--- src/rtl/pes_1_n_demux_seq.sv ---
`default_nettype none
// ============================================================================
//  Module      : pes_1_n_demux_seq
//  Description : Parametrised 1:N registered demultiplexer with valid/ready
//                handshake. Routes one input stream to one of NCH = 2**SELW
//                channels, by explicit select (mode=0) or by an internal
//                auto-advancing pointer (mode=1). Each channel owns a
//                one-entry output register, so a stalled consumer never
//                blocks the other channels.
//                Optional macro PES_DEMUX_CNT_EN adds per-channel saturating
//                accepted-transfer counters on the xfer_cnt port.
//  Revision    : 1.0 - initial release
// ============================================================================
module pes_1_n_demux_seq #(
    parameter int DW   = 8,
    parameter int SELW = 2,
    parameter int CW   = 16
) (
    input  logic                          clk,
    input  logic                          reset,
    input  logic                          in_valid,
    output logic                          in_ready,
    input  logic [DW-1:0]                 in_data,
    input  logic [SELW-1:0]               sel,
    input  logic                          mode,
    output logic [(2**SELW)-1:0]          out_valid,
    input  logic [(2**SELW)-1:0]          out_ready,
    output logic [(2**SELW)*DW-1:0]       out_data,
    output logic [SELW-1:0]               cur_ptr
`ifdef PES_DEMUX_CNT_EN
    ,
    output logic [(2**SELW)*CW-1:0]       xfer_cnt
`endif
);

    localparam int NCH = 2**SELW;

    logic [SELW-1:0] r_ptr;
    logic [NCH-1:0]  r_valid;
    logic [DW-1:0]   r_data [NCH];

    logic [SELW-1:0] w_tgt;
    logic            w_in_ready;
    logic            w_accept;

    // Target channel is resolved every cycle so sel/mode may change while stalled
    assign w_tgt      = mode ? r_ptr : sel;
    // Target can take a word when empty or when its current word leaves this cycle
    assign w_in_ready = !reset && (!r_valid[w_tgt] || out_ready[w_tgt]);
    assign w_accept   = in_valid && w_in_ready;

    assign in_ready  = w_in_ready;
    assign out_valid = r_valid;
    assign cur_ptr   = r_ptr;

    // Sequencer pointer: advances only on accepts made in auto mode, wraps naturally
    always_ff @(posedge clk) begin
        if (reset) begin
            r_ptr <= '0;
        end else if (w_accept && mode) begin
            r_ptr <= r_ptr + 1'b1;
        end
    end

    generate
        for (genvar k = 0; k < NCH; k++) begin : g_ch
            logic w_load;

            assign w_load = w_accept && (w_tgt == SELW'(k));
            assign out_data[k*DW +: DW] = r_data[k];

            // Per-channel register: a load wins over a drain, so drain+load keeps valid high
            always_ff @(posedge clk) begin
                if (reset) begin
                    r_valid[k] <= 1'b0;
                    r_data[k]  <= '0;
                end else if (w_load) begin
                    r_valid[k] <= 1'b1;
                    r_data[k]  <= in_data;
                end else if (out_ready[k]) begin
                    r_valid[k] <= 1'b0;
                end
            end

`ifdef PES_DEMUX_CNT_EN
            logic [CW-1:0] r_cnt;

            assign xfer_cnt[k*CW +: CW] = r_cnt;

            // Accepted-transfer counter, sticks at all-ones until reset
            always_ff @(posedge clk) begin
                if (reset) begin
                    r_cnt <= '0;
                end else if (w_load && (r_cnt != {CW{1'b1}})) begin
                    r_cnt <= r_cnt + 1'b1;
                end
            end
`endif
        end
    endgenerate

endmodule
`default_nettype wire

--- config.mk ---
export PLATFORM = sky130hd
export DESIGN_NAME = pes_1_n_demux_seq
export DESIGN_NICKNAME = d
export VERILOG_FILES = /design/src/rtl/pes_1_n_demux_seq.sv
export SDC_FILE = /design/constraint.sdc
export NUM_CORES = 1
export LEC_CHECK = 0
export CAP_MARGIN = 0
export CORE_MARGIN = 1
export CORE_UTILIZATION = 60
export CTS_BUF_LIST = sky130_fd_sc_hd__clkbuf_4
export DETAILED_ROUTE_END_ITERATION = 8
export DONT_BUFFER_PORTS = 1
export PLACE_DENSITY = 0.82
export SKIP_LAST_GASP = 1
export SLEW_MARGIN = 20
export SYNTH_ARGS = -nofsm -noshare
export SYNTH_HDL_FRONTEND = slang
export SYNTH_SLANG_ARGS = --single-unit
--- constraint.sdc ---
create_clock -name clk -period 2.9 [get_ports clk]
set_input_delay 0.725 -clock clk [delete_from_list [all_inputs] [get_ports clk]]
set_output_delay 0.725 -clock clk [all_outputs]
set_load 0.03 [all_outputs]
==> out/metrics.yaml <==
grt:
  grt_max_degree: 14
  antenna_found_initial: 0
  grt.total_usage: 0.2267
  grt-ovfl-total: 0
  grt_pass1_vias: 827
  grt_pass1_wl_um: 4071
worst_hold_path:
  min_to: "cur_ptr[1]$_SDFFE_PP0P_"
  hold_path.class: "in2reg"
  hold_start: "reset"
  hold_path_depth: 1
die:
  core-area_um2: 2455
  fp.dieW_um: 52.69
  initial_core_util: 0.6279
  die-area_um2: 2776
  ioPinCount: 57
  die_h_um: 52.69
  rows: 18
worst_setup_path:
  path_max_fanout: 4
  worst-setup-path-type: "reg2out"
  crit_arrival_ns: 1.90
  timing.rr.start: "cur_ptr[0]$_SDFFE_PP0P_"
  reg2reg_slack_ns: 0.95
  worst_setup_path_start_kind: "flip-flop"
  crit_path_end_kind: "primary output"
  required_ns: 2.17
  rr_endpoint: "r_data[0][2]$_SDFFCE_PN0P_"
  r2r_cells: 3
sta:
  finalMaxSlewViolations: 0
  tns_ns: 0
  fmax_mhz: 381.0
  setup_violations: 0
  relSlewSlack: 0.6711
  finalHoldViolCount: 0
  finClkSkew_ns: 0.005583
  period_minus_slack_ns: 2.625
  tightest_slew_ns: 0.4796
  rsz0062_at_grt: "false"
  finalCritPeriodShare: 0.9052
synthesis:
  yosys.area.top_type: "edfxtp_1"
  synth_compound_area_frac: 0.01786
  synth_top_family_by_area: "simple AND/OR/NAND/NOR gates"
  muxShareOfSynthArea: 0.03896
  yosys-top-cells-count: "32 x and2_1, 32 x edfxtp_1, 7 x nor2_1"
  synth.avg_cell_area_um2: 14.14
  async_reset_ff_frac: 0
  ys_warn_count: 0
  synth_top_cell_area_share: 0.6234
  synth-simple-area-share: 0.2321
  netlist_top_cells_area: "edfxtp_1 62%, and2_1 13%, dfxtp_1 7.8%"
  syn-num-nets: 127
  synth_edf_count: 32
  synth_xor_xnor_area_share: 0
  synth_seq_cells: 38
  synthAdderAreaFrac: 0
  ys.flop_type: "edfxtp_1"
  synth_cell_type_count: 22
  synthCells: 109
  netlist_area_um2: 1541
  ys_seq_area_frac: 0.7013
power_and_ir_drop:
  vdd_drop_max_uv: 551.6
  p_per_area_nw_per_um2: 605.4
  power_leakage_nw: 0.6341
route:
  drtIter0Drc: 10
  drt_wl_total_um: 2610
  drc: 0
  vias: 844
  ant_nets: 0
  wl_per_cell_um: 17.40
  drtPass1Iterations: 4
  vias_per_cell: 5.627
placed_design:
  dp_hpwl_um: 1949
  portBuffers: 0
  place.gp.congestion: 0.7140
run_status:
  status: "complete, no violations"
cells_and_area:
  num_antenna_cells: 0
  postLayoutCoreUtil: 0.6799
  area_growth_pct: 8.279
  final_nets: 137
  drive_gt1_frac: 0.1833
  fillers: 192
clock_network:
  cts_tree: "done"
  cts_resized: 0
  htree_levels: 2
  cts_buffer_depth: 2
  hold_buffers: 0
  clkLatencyLatePin_ns: 0.33
  root_buffer: "clkbuf_4"
  cts_made_buffers: 5
  clk_pin_slew_ns: 0.10
  cts_sinks: 38
  cts_setup_buffers: 0
job:
  cap_violations: 0
## stage by stage
stage	power [mW]	worst slack [ns]	hold WS (ns)	cell area [µm²]	instances
global route	1.047	0.1808	0.4212	1669	150
floorplan	0.7338	0.1094	0.6228	1541	109
CTS	1.021	0.2423	0.4288	1669	150
global placement	0.7438	0.4002	0.6481	1609	142
detailed placement	0.7489	0.3664	0.6533	1609	142
finish	1.010	0.2750	0.4504	1669	150
## sequential cells by signal, summed over array words and instances (netlist names)
signal and count:
cur_ptr 2, out_valid 4, r_data 32
## placed cells by master, fill, tap and decap left out, drive strengths merged
| cell type | instances |
|---|---|
| buf | 5 |
| nand2 | 1 |
| edfxtp | 32 |
| and2 | 32 |
| nor4b | 2 |
| clkbuf | 8 |
| nor4 | 1 |
| nand2b | 3 |
| o31ai | 1 |
| inv | 2 |
| and4 | 1 |
| nor2 | 7 |
| nor2b | 4 |
| or2 | 4 |
| or4 | 1 |
| mux2 | 2 |
| a21oi | 3 |
| or3 | 1 |
| mux2i | 3 |
| dfxtp | 6 |
| o21ai | 1 |
## worst max path at each step
| stage | start | to | slack [ns] |
|---|---|---|---|
| 3_5_place_dp | mode | in_ready | 0.37 |
| 5_1_grt | cur_ptr[1]$_SDFFE_PP0P_ | in_ready | 0.18 |
| 4_1_cts | cur_ptr[1]$_SDFFE_PP0P_ | in_ready | 0.24 |
| 3_3_place_gp | mode | in_ready | 0.40 |
| 2_1_floorplan | mode | in_ready | 0.11 |
| 6_report | cur_ptr[1]$_SDFFE_PP0P_ | in_ready | 0.28 |
## area by class of cell
type / count / area, µm² / share of cell area
multi-input cells: 67 / 445.4 / 0.2669
repair buffers: 5 / 37.54 / 0.02249
well taps: 30 / 37.54 / 0.02249
inverters: 2 / 7.507 / 0.004498
flip-flops and latches: 38 / 1081 / 0.6477
clock buffers: 8 / 60.06 / 0.03598
## logic make-up (layout without fill, tap and decap cells)
logic type	count (synthesis)	in the layout
AND/OR/NAND/NOR	57	57
flip-flops	38	38
buffers and inverters	4	15
AO/OA/AOI/OAI	5	5
multiplexers	5	5
## per-layer routing
metal,part of all wire,track usage,vias up
met4,0.017,0.09211,0
met1,0.36,0.2418,402
met5,0,0,-
li1,-,-,399
met2,0.56,0.3861,38
met3,0.064,0.1014,5
## where the power goes
group,internal [mW],total [mW],switching (mW),leakage (nW)
logic,0.0201,0.0480,0.0279,0.214
clock network,0.125,0.275,0.150,0.0368
registers,0.622,0.687,0.0658,0.384
## worst max-delay path, stage by stage (launching register included)
cell and delay [ns]:
dfxtp_1 0.57, mux2i_2 0.15, mux2_4 0.34, mux2_2 0.26, nor2_1 0.09, buf_4 0.16
(Power assumes the default switching activity.)
